`src/rtl/typedefs.sv`:
```
// Shared types for the instruction-sequencing controller.
//   opcode_t : 3-bit instruction opcode
//   state_t  : 8-phase controller state, encoded 0..7 in sequence order
package typedefs;

   typedef enum logic [2:0] {
      HLT = 3'd0,
      SKZ = 3'd1,
      ADD = 3'd2,
      AND = 3'd3,
      XOR = 3'd4,
      LDA = 3'd5,
      STO = 3'd6,
      JMP = 3'd7
   } opcode_t;

   typedef enum logic [2:0] {
      INST_ADDR  = 3'd0,
      INST_FETCH = 3'd1,
      INST_LOAD  = 3'd2,
      IDLE       = 3'd3,
      OP_ADDR    = 3'd4,
      OP_FETCH   = 3'd5,
      ALU_OP     = 3'd6,
      STORE      = 3'd7
   } state_t;

endpackage

```
`src/rtl/controller.sv`:
```
// Instruction-sequencing controller for a simple accumulator CPU.
// Steps through a fixed 8-phase loop, one phase per clock, and decodes the
// current phase together with opcode/zero into datapath control strobes.
//
// Ports:
//   clk     in   system clock, rising-edge active
//   reset   in   asynchronous active-low reset (forces INST_ADDR)
//   opcode  in   current instruction opcode (typedefs::opcode_t)
//   zero    in   accumulator-is-zero flag
//   mem_rd  out  memory read enable
//   load_ir out  instruction register load
//   halt    out  halt request
//   inc_pc  out  program counter increment
//   load_ac out  accumulator load
//   load_pc out  program counter load
//   mem_wr  out  memory write enable
module controller
   import typedefs::*;
(
   input  logic    clk,
   input  logic    reset,
   input  opcode_t opcode,
   input  logic    zero,
   output logic    mem_rd,
   output logic    load_ir,
   output logic    halt,
   output logic    inc_pc,
   output logic    load_ac,
   output logic    load_pc,
   output logic    mem_wr
);

   state_t state;
   logic   w_aluop;

   // Phase sequence never depends on inputs; halt is only advisory.
   always_ff @(posedge clk or negedge reset) begin
      if (!reset) begin
         state <= INST_ADDR;
      end else begin
         case (state)
            INST_ADDR:  state <= INST_FETCH;
            INST_FETCH: state <= INST_LOAD;
            INST_LOAD:  state <= IDLE;
            IDLE:       state <= OP_ADDR;
            OP_ADDR:    state <= OP_FETCH;
            OP_FETCH:   state <= ALU_OP;
            ALU_OP:     state <= STORE;
            STORE:      state <= INST_ADDR;
            default:    state <= INST_ADDR;
         endcase
      end
   end

   // Opcodes that read an operand from memory into the accumulator.
   assign w_aluop = (opcode == ADD) || (opcode == AND) ||
                    (opcode == XOR) || (opcode == LDA);

   // Outputs are combinational so opcode/zero changes show in the same cycle.
   always_comb begin
      mem_rd  = 1'b0;
      load_ir = 1'b0;
      halt    = 1'b0;
      inc_pc  = 1'b0;
      load_ac = 1'b0;
      load_pc = 1'b0;
      mem_wr  = 1'b0;
      case (state)
         INST_ADDR: ;
         INST_FETCH: begin
            mem_rd = 1'b1;
         end
         INST_LOAD, IDLE: begin
            mem_rd  = 1'b1;
            load_ir = 1'b1;
         end
         OP_ADDR: begin
            inc_pc = 1'b1;
            halt   = (opcode == HLT);
         end
         OP_FETCH: begin
            mem_rd = w_aluop;
         end
         ALU_OP: begin
            mem_rd  = w_aluop;
            load_ac = w_aluop;
            inc_pc  = (opcode == SKZ) && zero;
            load_pc = (opcode == JMP);
         end
         STORE: begin
            mem_rd  = w_aluop;
            load_ac = w_aluop;
            inc_pc  = (opcode == JMP);
            load_pc = (opcode == JMP);
            mem_wr  = (opcode == STO);
         end
         default: ;
      endcase
   end

endmodule

```
`config.mk`:
```
export PLATFORM = sky130hd
export DESIGN_NAME = controller
export DESIGN_NICKNAME = d
export VERILOG_FILES = /design/src/rtl/typedefs.sv /design/src/rtl/controller.sv
export SDC_FILE = /design/constraint.sdc
export NUM_CORES = 1
export LEC_CHECK = 0
export CORE_AREA = 2 2 39 41
export CTS_CLUSTER_DIAMETER = 60
export DETAILED_ROUTE_END_ITERATION = 7
export DIE_AREA = 0 0 41 43
export SYNTH_ARGS = -nofsm -noshare
export SYNTH_HDL_FRONTEND = slang
export SYNTH_SLANG_ARGS = --single-unit
```
`constraint.sdc`:
```
create_clock -name clk -period 2.15 [get_ports clk]
set_input_delay 0.43 -clock clk [delete_from_list [all_inputs] [get_ports clk]]
set_output_delay 0.43 -clock clk [all_outputs]
set_load 0.005 [all_outputs]
```
# Yosys cells after proc, flatten, opt, wreduce, memory -nomap -nowiden

Memory sizes are Yosys's and may differ from the RTL's. A register that Yosys moved wholly into a read port is not among the register bits.
Cells that the tools add are included.

Bits in registers: 0
Memory bits (read-only): 24
Bits of input ports: 6
Logic and storage cells: 32
Memories kept: 1

Eq/ne operators: 14
Muxes and demuxes: 7
Reductions and logical operators: 10

Memory list:

| name            | words | width | read ports | clocked after Yosys merged registers in | write ports | line             | text |
|---|---|---|---|---|---|---|---|
| (no name shown) | 8     | 3     | 1          | 1                                       | 0           | controller.sv:41 | `case (state)` |

Operator list:

| cell                                                 | count |
|---|---|
| equality test 3 bit (second input constant)          | 8 |
| equality test 3 x 2 -> 1 bit (second input constant) | 4 |
| equality test 3 x 1 -> 1 bit (second input constant) | 2 |
| OR reduction 3 bit                                   | 2 |
| two-way mux 1 bit                                    | 5 |
| OR reduction 2 bit                                   | 2 |
| logical NOT 3 bit                                    | 1 |
| logical OR 1 bit                                     | 3 |
| one-hot mux 1 bit (3 select lines)                   | 1 |
| one-hot mux 1 bit (2 select lines)                   | 1 |
| logical AND 1 bit                                    | 1 |
| logical NOT 1 bit                                    | 1 |

# Logic depth before layout (Yosys ltp)

Gate-level depths: netlist of run 1.

Word-level depth: 5
Depth in mapped cells: 5
Mapped depth without buffers: 5

# Worst setup path after synthesis of run 1

Ideal clock, no wire load.

Path kind: flip-flop to output port
From: register state[0]
To: output inc_pc
Arrival time: 1131 ps
Slack: 589 ps
Cell stages (with the launch flop): 6
Buffers on the path: 0
Cell sequence: dfrtp_1 > inv_1 > ha_1 > nor4bb_1 > o21ai_0 > a21oi_1

Word-level cells in the longest chain between the ends: 2
Elaborated cells between the ends (all ways): 4

RTL lines:

| element                                | line             | text |
|---|---|---|
| from (decl)                            | controller.sv:33 | `state_t state;` |
| equality test 3 bit                    | controller.sv:68 | `case (state)` |
| one-hot mux 1 bit (3 select lines) (*) | controller.sv:68 |  |
| to (decl)                              | controller.sv:27 | `output logic inc_pc,` |

Mark *: on every way between the ends. The rest lies on a longest branch, timed or not.

# Worst setup path in the final report of run 1

From: input zero
To: output inc_pc

Word-level cells in the longest chain between the ends: 2

RTL lines:

| element                            | line             | text |
|---|---|---|
| from (decl)                        | controller.sv:23 | `input logic zero,` |
| logical AND 1 bit                  | controller.sv:87 | `inc_pc = (opcode == SKZ) && zero;` |
| one-hot mux 1 bit (3 select lines) | controller.sv:68 |  |

No other way between the ends.

==> run_results.csv, run 1 <==
group,metric,value,unit
run_status,status,"finished, final reports clean",
final_layout,diodes,0,
worst_setup_path,crit_end,"inc_pc",
hold_path,hp-class,"input port to asynchronous set/reset pin",
power_and_ir_drop,pwr-share-seq,32.5,%
final_layout,drive_gt1_share,30.9,%
worst_setup_path,r2r-end,"state[0]",
die,dieWidth,41,µm
yosys,netlist-cell-type-count,16,
detailed_routing,drcViolationCount,0,
place,dp_slack,-0.270,ns
worst_setup_path,rrSetupSlack,0.99,ns
detailed_routing,vias,292,
worst_setup_path,worstRegToRegCells,5,
die,dieArea,0.00176,mm²
worst_setup_path,crit_required,1.72,ns
timing,clock_skew,0.00194,ns
timing,worst_pin_slew,0.256,ns
power_and_ir_drop,irDropWorstVdd,0.239,mV
detailed_routing,postRouteAntennaNets,0,
die,die_h,43,µm
die,ios,13,
detailed_routing,drtIter0Drc,4,
global_route,grt.total_usage,8.95,%
cts,ctsHoldBuffers,0,
final_layout,final_cell_mix,"buf_4 (8), dlygate4sd2_1 (7), ha_1 (4), clkdlybuf4s50_1 (4)",
global_route,grt.overflow.total,0,
timing,min_period,2.08,ns
place,place.gp.congestion,0.759,
detailed_routing,vias_per_cell,4.11,
yosys,synth_seq_cells,3,
cts,cts_buffer_depth,2,
timing,setup_ws,0.0661,ns
timing,finalCritPeriodShare,96.9,%
global_route,grt_pass1_vias,280,
yosys,yosysSeqAreaShare,28.0,%
cts,root_buffer,"clkbuf_4",
die,initial_utilization,19.3,%
cts,numClockSinks,3,
worst_setup_path,startpoint,"zero",
timing,setup_violations,0,
power_and_ir_drop,power.static_leakage,0.000265,µW
power_and_ir_drop,intPower,139,µW
power_and_ir_drop,p_clk_share,55.0,%
final_layout,syn2layout_area_growth,89.7,%
timing,slew-limit-headroom,82.9,%
detailed_routing,wl_per_cell,8.90,µm
cts,cts_tree,"built",
worst_setup_path,crit_chain,"clkdlybuf4s50_1 -> nor4bb_4 -> o21ai_0 -> a21oi_1 -> dlygate4sd2_1",
final_layout,fill_cells,148,
worst_setup_path,worstPathBufferInverterCount,2,
place,io_buffers,12,
worst_setup_path,cp-start-kind,"input port",
timing,fmax,0.480,GHz
worst_setup_path,critical_path.max_stage_delay,0.46,ns
worst_setup_path,cp.arrival,1.65,ns
power_and_ir_drop,power.total,175,µW
power_and_ir_drop,p_sw,35.5,µW
worst_setup_path,critPathMaxFanout,1,
place,dpl.hpwl,493,µm
final_layout,post-route-util,36.7,%
yosys,syn_area_per_cell,8.64,µm²
detailed_routing,finalWirelength,632,µm
yosys,synthCells,31,
timing,rsz0062_at_grt,"false",
global_route,antenna_found_initial,0,
worst_setup_path,critPathCaptureType,"output port",
final_layout,fin_area,508,µm²
place,placed_area,453,µm²
worst_setup_path,cp_slowest_cell,"clkdlybuf4s50_1",
cts,clkLatencyLatePin,0.23,ns
cts,path_clk_slew,0.04,ns
yosys,ys_warn_count,0,
final_layout,largest_register_ffs,3,
final_layout,largest_register,"state",
worst_setup_path,cp.depth,5,
timing,whs,0.380,ns
job,cap_violations,0,
worst_setup_path,crit_family,"buffers and inverters",
yosys,syn_area,268,µm²
power_and_ir_drop,swShare,20.3,%
worst_setup_path,critical_path_class,"input port to output port",
yosys,syn-num-nets,42,
die,coreArea,0.00138,mm²
cts,cts_buffers,3,
power_and_ir_drop,p_comb_share,12.6,%
global_route,grt_max_degree,6,
die,rows,14,
final_layout,final_nets,67,
final_layout,mostFrequentLayoutCell,"buf_4",
power_and_ir_drop,powerDensity,344,mW/mm²
detailed_routing,dr.pass1.iters,3,
final_layout,top_regs,"state (3)",
timing,hold_violations,0,
cts,htree_levels,1,
global_route,grt_pass1_wl,1.06,mm
timing,slew_viol_final,0,
worst_setup_path,r2r_start,"state[0]",
[Yosys cell counts]
| cell | instances | area (µm²) |
|---|---|---|
| ha_1 | 5 | 62.6 |
| nor2_1 | 4 | 15.0 |
| dfrtp_1 | 3 | 75.1 |
| inv_1 | 3 | 11.3 |
| nor3_1 | 3 | 15.0 |
| a21oi_1 | 2 | 10.0 |
| nand4_1 | 2 | 12.5 |
| a211oi_1 | 1 | 7.51 |
| and3_1 | 1 | 6.26 |
| inv_2 | 1 | 3.75 |
| nor3_2 | 1 | 10.0 |
| nor4bb_1 | 1 | 10.0 |
| o21ai_0 | 1 | 5.00 |
| or3_1 | 1 | 6.26 |
| xnor2_1 | 1 | 8.76 |
| xor2_1 | 1 | 8.76 |
[cells by family after synthesis]
logic type                 after synthesis  share of synthesized area [%]
xor gates and xnor gates                 2                           6.54
buffers and inverters                    4                           5.61
adders and majority gates                5                           23.4
and+or+nand+nor                         13                           28.0
DFF                                      3                           28.0
AOI/OAI and AO/OA                        4                           8.41
[how the worst min path moves through the flow]
stage | to | slack, ns | cells after the start
global placement | state[0] | 0.51 | 1
finish | state[2] | 0.38 | 1
floorplan | state[0] | 0.13 | 0
CTS | state[2] | 0.37 | 1
global route | state[2] | 0.39 | 1
detailed placement | state[0] | 0.52 | 1
[routing by layer]
metal / up-vias / GRT usage, % / share of wire (%) / routed length (µm)
met1: 131 / 12.0 / 45 / 285
li1: 156 / - / - / -
met3: 0 / 0 / 2.5 / 16
met4: 0 / 8.00 / 0 / 0
met5: - / 0 / 0 / 0
met2: 5 / 12.5 / 52 / 330
[through the flow]
| step | TNS [ns] | instances |
|---|---|---|
| after CTS | 0 | 71 |
| after floorplan | 0 | 31 |
| final | 0 | 71 |
| after global placement | -0.990 | 65 |
| after global routing | 0 | 71 |
| after detailed placement | -0.990 | 65 |
[layout make-up]
type                            instances  area [µm²]  share of cell area, %
Multi-Input combinational cell         24         198                   38.9
Timing Repair Buffer                   20         174                   34.2
Sequential cell                         3        75.1                   14.8
Clock buffer                            4        26.3                   5.17
Tap cell                               16        20.0                   3.94
Inverter                                4        15.0                   2.96
[power groups by stage]
stage / clock, µW / combinational (µW) / sequential, µW
after CTS: 102 / 20.1 / 56.8
final: 96.1 / 22.0 / 56.8
after detailed placement: 0 / 21.3 / 57.5
after floorplan: 0 / 2.48 / 57.5
after global placement: 0 / 21.4 / 57.5
after global routing: 104 / 24.1 / 56.8
[what timing repair did]
action	in CTS	in global routing
gates resized for setup	8	5
setup buffers	2	0
pin swaps	1	0
setup endpoints to repair	6	2
Note: power is estimated with default switching activity, not from simulation.
==> run 2, diff against run 1 <==
- HOLD_SLACK_MARGIN: unset -> 0.1
==> results of run 2 <==
Final layout, timing and power as in run 1 (identical DEF).
